--- src/rtl/uart_pkg.sv ---
// Shared definitions for the UART transmitter: FSM encoding and default bit timing.
package uart_pkg;

  // Default number of clk cycles per serial bit.
  localparam int unsigned CLKS_PER_BIT_DEFAULT = 16;

  // FSM state encoding.
  localparam int unsigned StateW = 3;
  localparam logic [StateW-1:0] StIdle  = 3'd0;
  localparam logic [StateW-1:0] StFetch = 3'd1;
  localparam logic [StateW-1:0] StStart = 3'd2;
  localparam logic [StateW-1:0] StData  = 3'd3;
  localparam logic [StateW-1:0] StStop  = 3'd4;

endpackage

--- src/rtl/uart_baud_cnt.sv ---
// Baud-rate counter: counts 0..CLKS_PER_BIT-1, wraps, and flags the last cycle of a bit.
module uart_baud_cnt
  import uart_pkg::*;
#(
  parameter int unsigned CLKS_PER_BIT = CLKS_PER_BIT_DEFAULT
) (
  input  logic clk,
  input  logic rst,
  input  logic clr_i,
  output logic tc_o
);

  localparam int unsigned CntW = (CLKS_PER_BIT > 1) ? $clog2(CLKS_PER_BIT) : 1;

  logic [CntW-1:0] cnt_q, cnt_d;

  assign tc_o = (cnt_q == CntW'(CLKS_PER_BIT - 1));

  // Next count: clear on request or at terminal count, otherwise increment.
  always_comb begin
    cnt_d = cnt_q + CntW'(1);
    if (clr_i || tc_o) begin
      cnt_d = '0;
    end
  end

  // Counter register.
  always_ff @(posedge clk or posedge rst) begin
    if (rst) begin
      cnt_q <= '0;
    end else begin
      cnt_q <= cnt_d;
    end
  end

endmodule

--- src/rtl/uart_tx.sv ---
// UART transmitter: pulls words from an upstream FIFO and sends them 8N1-style, LSB first.
module uart_tx
  import uart_pkg::*;
#(
  parameter int unsigned DWIDTH       = 8,
  parameter int unsigned CLKS_PER_BIT = CLKS_PER_BIT_DEFAULT
) (
  input  logic              clk,
  input  logic              rst,
  input  logic              fifo_empty,
  input  logic [DWIDTH-1:0] fifo_data,
  output logic              fifo_rd_en,
  output logic              tx,
  output logic              busy
);

  localparam int unsigned IdxW = $clog2(DWIDTH + 1);

  logic [StateW-1:0] state_q, state_d;
  logic [DWIDTH-1:0] shift_q, shift_d;
  logic [IdxW-1:0]   bit_idx_q, bit_idx_d;
  logic              tx_q, tx_d;
  logic              baud_clr;
  logic              baud_tc;

  uart_baud_cnt #(
    .CLKS_PER_BIT(CLKS_PER_BIT)
  ) u_baud_cnt (
    .clk  (clk),
    .rst  (rst),
    .clr_i(baud_clr),
    .tc_o (baud_tc)
  );

  // Reads only from IDLE; gated by rst so no strobe leaks out while held in reset.
  assign fifo_rd_en = (state_q == StIdle) && !fifo_empty && !rst;
  assign busy       = (state_q != StIdle);
  assign tx         = tx_q;

  // Counter restarts on every state entry and is held at zero while not timing bits.
  assign baud_clr = (state_d != state_q) || (state_q == StIdle) || (state_q == StFetch);

  // Next-state, shift register and bit index; tx is derived from the next state so the
  // registered line lines up exactly with the state it belongs to.
  always_comb begin
    state_d   = state_q;
    shift_d   = shift_q;
    bit_idx_d = bit_idx_q;
    case (state_q)
      StIdle: begin
        if (fifo_rd_en) begin
          state_d = StFetch;
        end
      end
      StFetch: begin
        shift_d   = fifo_data;
        bit_idx_d = '0;
        state_d   = StStart;
      end
      StStart: begin
        if (baud_tc) begin
          state_d = StData;
        end
      end
      StData: begin
        if (baud_tc) begin
          if (bit_idx_q == IdxW'(DWIDTH - 1)) begin
            bit_idx_d = '0;
            state_d   = StStop;
          end else begin
            bit_idx_d = bit_idx_q + IdxW'(1);
            shift_d   = shift_q >> 1;
          end
        end
      end
      StStop: begin
        if (baud_tc) begin
          state_d = StIdle;
        end
      end
      default: begin
        state_d = StIdle;
      end
    endcase
    tx_d = (state_d == StData) ? shift_d[0] : (state_d != StStart);
  end

  // State registers; reset aborts any frame and parks the line high.
  always_ff @(posedge clk or posedge rst) begin
    if (rst) begin
      state_q   <= StIdle;
      shift_q   <= '0;
      bit_idx_q <= '0;
      tx_q      <= 1'b1;
    end else begin
      state_q   <= state_d;
      shift_q   <= shift_d;
      bit_idx_q <= bit_idx_d;
      tx_q      <= tx_d;
    end
  end

endmodule

--- config.mk ---
export PLATFORM = sky130hd
export DESIGN_NAME = uart_tx
export DESIGN_NICKNAME = d
export VERILOG_FILES = /design/src/rtl/uart_pkg.sv /design/src/rtl/uart_baud_cnt.sv /design/src/rtl/uart_tx.sv
export SDC_FILE = /design/constraint.sdc
export NUM_CORES = 1
export LEC_CHECK = 0
export CAP_MARGIN = 15
export CORE_MARGIN = 4
export CORE_UTILIZATION = 25
export CTS_CLUSTER_DIAMETER = 60
export DETAILED_ROUTE_END_ITERATION = 10
export PLACE_DENSITY = 0.39
export SLEW_MARGIN = 10
export SYNTH_ARGS = -nofsm -noshare
export SYNTH_HDL_FRONTEND = slang
export SYNTH_SLANG_ARGS = --single-unit
--- constraint.sdc ---
create_clock -name clk -period 4.95 [get_ports clk]
set_input_delay 0.495 -clock clk [delete_from_list [all_inputs] [get_ports clk]]
set_output_delay 0.495 -clock clk [all_outputs]
set_load 0.05 [all_outputs]
## After elaboration in Yosys (flattened, before gate mapping)

Cells that the tools add are included.

- Word-level logic and storage cells: 45
- Memories: 0
- Bits in writable memories: 0
- Bits in latches: 0
- Register bits after elaboration: 20
- Output and inout port bits: 3
- Input bits: 11
- Bits in read-only memories: 0

- Bitwise gates (word level): 0
- Shift operators: 0
- Divide/modulo/power cells: 0
- Multiplexer cells: 14
- Eq/ne operators: 11
- $lt $le $gt $ge: 0
- $add $sub $neg: 2
- $mul: 0
- Reductions and logical operators: 12

Operators with widths:

| cell | count |
|---|---|
| $mux 8 | 2 |
| $pmux 8 s2 | 1 |
| $mux 3 | 5 |
| $pmux 3 s5 | 1 |
| $mux 4 | 3 |
| $eq 3x2->1 const B | 3 |
| $add 4x1->4 const B | 2 |
| $pmux 4 s2 | 1 |
| $eq 4x3->1 const B | 1 |
| $eq 4x4->1 const B | 1 |
| $eq 3x1->1 const B | 1 |
| $eq 3x3->1 const B | 1 |
| $logic_not 3->1 | 1 |
| $logic_or 1x1->1 | 3 |
| $ne 3x2->1 const B | 1 |
| $ne 3x3->1 | 1 |
| $reduce_and 3->1 | 1 |
| $reduce_bool 3->1 | 1 |
| $logic_and 1x1->1 | 2 |
| $logic_not 1->1 | 2 |
| $ne 2x1->1 const B | 1 |
| $ne 2x2->1 const B | 1 |
| $reduce_and 2->1 | 1 |
| $reduce_bool 2->1 | 1 |
| $mux 1 | 1 |

## Logic depth before layout (Yosys ltp)

- Depth in word-level cells: 10
- Gate-level depth with buffers: 6
- Depth with buffers taken out: 5

## Modules after synthesis

Synthesis repeated with hierarchy kept, for this count alone.

- Cell total of the unflattened synthesis: 98
- Area, all modules: 1042.2 um^2

By module, submodules not included:

| module | area each (um^2) | instances | cells an instance | sequential area each (um^2) |
|---|---|---|---|---|
| uart_tx | 867.1 | 1 | 84 | 401.6 |
| uart_baud_cnt | 175.2 | 1 | 14 | 100.1 |

## Worst setup path before layout

Ideal clock, no wire load.

- Kind: reg-to-output
- Start point: reg state_q[0]
- End point: out fifo_rd_en
- Data arrival time: 1.547 ns
- Slack: 2.908 ns
- Path buffers: 0
- Data required time: 4.455 ns
- Stages on the path, launching flop included: 4
- Cell sequence: dfrtp_1 -> or3_4 -> or3_1 -> inv_1

- Cells in the longest elaborated chain, start to end: 3

RTL lines:

| item | RTL line | text |
|---|---|---|
| start, declared | uart_tx.sv:19 | `logic [StateW-1:0] state_q, state_d;` |
| start signal, assigned | uart_tx.sv:91 | `state_q <= StIdle;` |
| start signal, assigned | uart_tx.sv:96 | `state_q <= state_d;` |
| $logic_not 3->1 | uart_tx.sv:36 | `assign fifo_rd_en = (state_q == StIdle) && !fifo_empty && !rst;` |
| $logic_and 1x1->1 (2 in a row) | uart_tx.sv:36 |  |
| end, declared | uart_tx.sv:12 | `output logic fifo_rd_en,` |

Every way passes these cells.

## Worst setup path in the final report

- Start point: reg state_q[1]
- End point: out fifo_rd_en

Same word-level chain as after synthesis.

==> results.tsv <==
stage	metric	value	unit
outcome	run status	completed	
grt	residual overflow from global routing	0	
timing	period utilization	57.72	%
timing	post-route clock skew	0.001940	ns
power_and_ir_drop	share of power burned in registers	54.5	%
placement	weighted congestion reported at the end of routability-driven placement	0.7409	
die	die area	4967	um^2
yosys	register bit count reported by yosys	20	
worst_setup_path	Critical Path Start Type	flip-flop	
job	count of maximum capacitance violations	0	
cts	clock root buffer	sky130_fd_sc_hd__clkbuf_8	
die	ports placed on the boundary	14	
placement	number of buffer cells added on primary ports	13	
grt	maximum number of pins on one net before global-route repair	21	
hold_path	Hold Crit Class	flip-flop to flip-flop	
power_and_ir_drop	Comb pwr share	5.5	%
die	horizontal extent of the die	70.48	um
worst_setup_path	number of buffers and inverters on the critical path	2	
cells_and_area	synth-to-layout area growth	24.36	%
yosys	sequential element share of the synthesized area	51.41	%
placement	pre-CTS setup slack	2.326	ns
yosys	syn avg cell area	10.38	um^2
cts	CTS tree	built	
cts	H-tree depth	1	
detailed_routing	Post-Route WL	2091	um
timing	worst-case headroom to the max-slew limit	43.69	%
worst_setup_path	Slowest-stage cell, CP	sky130_fd_sc_hd__clkdlybuf4s50_1	
yosys	most common flop cell mapped by yosys	sky130_fd_sc_hd__dfrtp_1	
timing	worst-margin pin slew	0.8437	ns
power_and_ir_drop	net switching power figure	61.51	uW
timing	Fmax	0.3500	GHz
worst_setup_path	Max FO, Critical Path	14	
cts	Num CTS Buffers	3	
grt	number of global-route vias before repair	782	
cts	total setup buffers inserted after CTS	0	
cts	hold buffer count at cts	0	
grt	first-pass GRT wire length	3836	um
detailed_routing	vias per std cell	4.669	
power_and_ir_drop	VDD IR-drop max	0.2180	mV
worst_setup_path	CP Cell Sequence	or3_4, or3_1, inv_1, clkdlybuf4s50_1	
worst_setup_path	kind of end point of the critical path	output pin	
yosys	Synthesized Nets	107	
timing	total count of hold-check failures in the final report	0	
cells_and_area	Post-layout nets	123	
yosys	count of cell types in the netlist	36	
power_and_ir_drop	switching part of the total	19.93	%
detailed_routing	detailed-route wire length per cell	13.32	um
detailed_routing	number of design-rule violations left by the first detailed-router iteration	40	
die	effective utilization at floorplan	26.26	%
cells_and_area	ant diodes	0	
grt	overall global routing resource usage	9.579	%
worst_setup_path	max incr delay on CP	0.79	ns
power_and_ir_drop	overall power consumption	308.6	uW
timing	final setup violation count	0	
cts	clock insertion delay at the later pin of the skew report	0.25	ns
cts	clock slew seen by the registers of the worst setup and hold paths	0.07	ns
detailed_routing	vias after detailed routing	733	
detailed_routing	DR DRC count	0	
timing	max-slew violation count	0	
worst_setup_path	Req. time, crit path	4.45	ns
die	number of cell rows	22	
die	Vert. Die Dim	70.48	um
detailed_routing	post-route ant nets	0	
grt	antenna violations before repair	0	
power_and_ir_drop	Internal Pwr Total	247.1	uW
detailed_routing	first drt pass iteration count	4	
timing	clock period minus worst slack	2.857	ns
power_and_ir_drop	power density over cell area	254.3	nW/um^2
cts	# resized after CTS	0	
power_and_ir_drop	clock network fraction of total power	40.1	%
power_and_ir_drop	cell leakage power	0.0005344	uW
worst_setup_path	critical path start-end classification	flip-flop to output pin	
cells_and_area	share of final-layout standard cells stronger than drive strength 1	8.257	%
yosys	cell area after technology mapping	975.9	um^2
timing	total negative setup slack	0	ns
worst_setup_path	Top Family by Delay on Critical Path	buffers and inverters	
worst_setup_path	WP data arrival	2.36	ns
yosys	warnings from Yosys	0	
timing	unrepaired setup endpoints after global routing	false	
cts	Sink Count	20	
yosys	EDFF count, synth	0	
cts	maximum number of buffers from clock root to sink	2	
placement	hpwl dp	1480	um
yosys	Synth Instances	94	
die	Core Area	3716	um^2
timing	worst path setup slack after routing	2.093	ns
yosys	async set-reset flop share out of synthesis	100.0	%
power by group through the flow:
| stage | Clock [uW] | Sequential [uW] | Combinational, uW |
|---|---|---|---|
| floorplan | 0 | 172 | 5.55 |
| global placement | 0 | 171 | 17.2 |
| detailed placement | 0 | 171 | 17.2 |
| CTS | 130 | 168 | 17.2 |
| global route | 139 | 169 | 18.6 |
| finish | 124 | 168 | 16.9 |
worst register-to-register path, delay by kind of cell (launching register included):
kind,cells,cell delay [ns]
AOI/OAI and AO/OA,2,0.58
and+or+nand+nor,2,0.51
DFF,1,0.40
adders and majority gates,1,0.24
metrics by stage:
step	hold WS (ns)	instance area [um^2]	cells	util [%]
6_report	0.4655	1214	157	32.66
5_1_grt	0.4883	1214	157	32.66
4_1_cts	0.4727	1214	157	32.66
3_5_place_dp	0.4618	1159	153	31.18
3_3_place_gp	0.4611	1159	153	31.18
2_1_floorplan	0.4325	975.9	94	-
cell usage in the layout (no fill, tap or decap), types with 2 or more instances in the layout:
| cell | netlist | final |
|---|---|---|
| sky130_fd_sc_hd__ha_1 | 2 | 2 |
| sky130_fd_sc_hd__nor2_1 | 9 | 9 |
| sky130_fd_sc_hd__nand2_1 | 6 | 6 |
| sky130_fd_sc_hd__inv_1 | 4 | 4 |
| sky130_fd_sc_hd__a21oi_1 | 2 | 2 |
| sky130_fd_sc_hd__a21o_1 | 2 | 2 |
| sky130_fd_sc_hd__nand2b_1 | 2 | 2 |
| sky130_fd_sc_hd__a221o_1 | 6 | 6 |
| sky130_fd_sc_hd__clkbuf_8 | 0 | 4 |
| sky130_fd_sc_hd__a22o_1 | 2 | 2 |
| sky130_fd_sc_hd__o21ai_0 | 4 | 4 |
| sky130_fd_sc_hd__clkdlybuf4s50_1 | 0 | 13 |
| sky130_fd_sc_hd__and2_1 | 6 | 6 |
| sky130_fd_sc_hd__o31ai_1 | 2 | 2 |
| sky130_fd_sc_hd__nand3_1 | 5 | 5 |
| sky130_fd_sc_hd__dfrtp_1 | 19 | 19 |
kinds of logic (layout without fill, tap and decap cells):
kind of cell | count (synthesis) | count (layout) | share of synthesized area (%)
buf+inv | 6 | 21 | 2.308
compound gates | 23 | 23 | 18.21
mux | 1 | 1 | 1.154
xor+xnor | 2 | 2 | 1.795
simple gates | 40 | 40 | 22.57
flops | 20 | 20 | 51.41
fa+ha+maj | 2 | 2 | 2.564
metal layers:
metal	vias up	share of wire, %	global-route usage (%)	wire length, um
met5	-	0	0	0
met4	0	0.77	1.915	16
met2	12	43	14.14	901
met1	348	52	13.23	1079
li1	371	-	-	-
met3	2	4.5	3.741	94
cell type report:
class / count / area [um^2]
well taps: 48 / 60.06
repair buffers: 13 / 130.1
fillers: 412 / 2502
flip-flops and latches: 20 / 501.7
inverters: 4 / 15.01
multi-input cells: 68 / 451.7
clock buffers: 4 / 55.05
synthesized netlist by cell type, types with 2 or more instances:
cell type / n / share of area [%]
sky130_fd_sc_hd__nand2b_1: 2 / 1.3
sky130_fd_sc_hd__a21oi_1: 2 / 1.0
sky130_fd_sc_hd__nand2_1: 6 / 2.3
sky130_fd_sc_hd__clkbuf_1: 2 / 0.77
sky130_fd_sc_hd__a22o_1: 2 / 1.8
sky130_fd_sc_hd__a21o_1: 2 / 1.5
sky130_fd_sc_hd__inv_1: 4 / 1.5
sky130_fd_sc_hd__and2_1: 6 / 3.8
sky130_fd_sc_hd__o31ai_1: 2 / 1.5
sky130_fd_sc_hd__nor2_1: 9 / 3.5
sky130_fd_sc_hd__dfrtp_1: 19 / 49
sky130_fd_sc_hd__nand3_1: 5 / 2.6
sky130_fd_sc_hd__a221o_1: 6 / 6.2
sky130_fd_sc_hd__ha_1: 2 / 2.6
sky130_fd_sc_hd__o21ai_0: 4 / 2.1
sequential cells by signal, summed over array words and instances, names as in the netlist:
register	count
u_baud_cnt.cnt_q	4
shift_q	8
bit_idx_q	4
tx	1
state_q	3
worst paths after layout:
check,start,to,slack (ns),depth (start not counted)
max reg2reg,u_baud_cnt.cnt_q[0],tx,3.14,5
min in group asynchronous,rst,bit_idx_q[2],0.74,2
max in group asynchronous,rst,shift_q[3],3.69,2
max,state_q[1],fifo_rd_en,2.09,4
min,u_baud_cnt.cnt_q[0],u_baud_cnt.cnt_q[0],0.47,1
min reg2reg,u_baud_cnt.cnt_q[0],u_baud_cnt.cnt_q[0],0.47,1
Note: power is estimated with default switching activity, not from simulation.
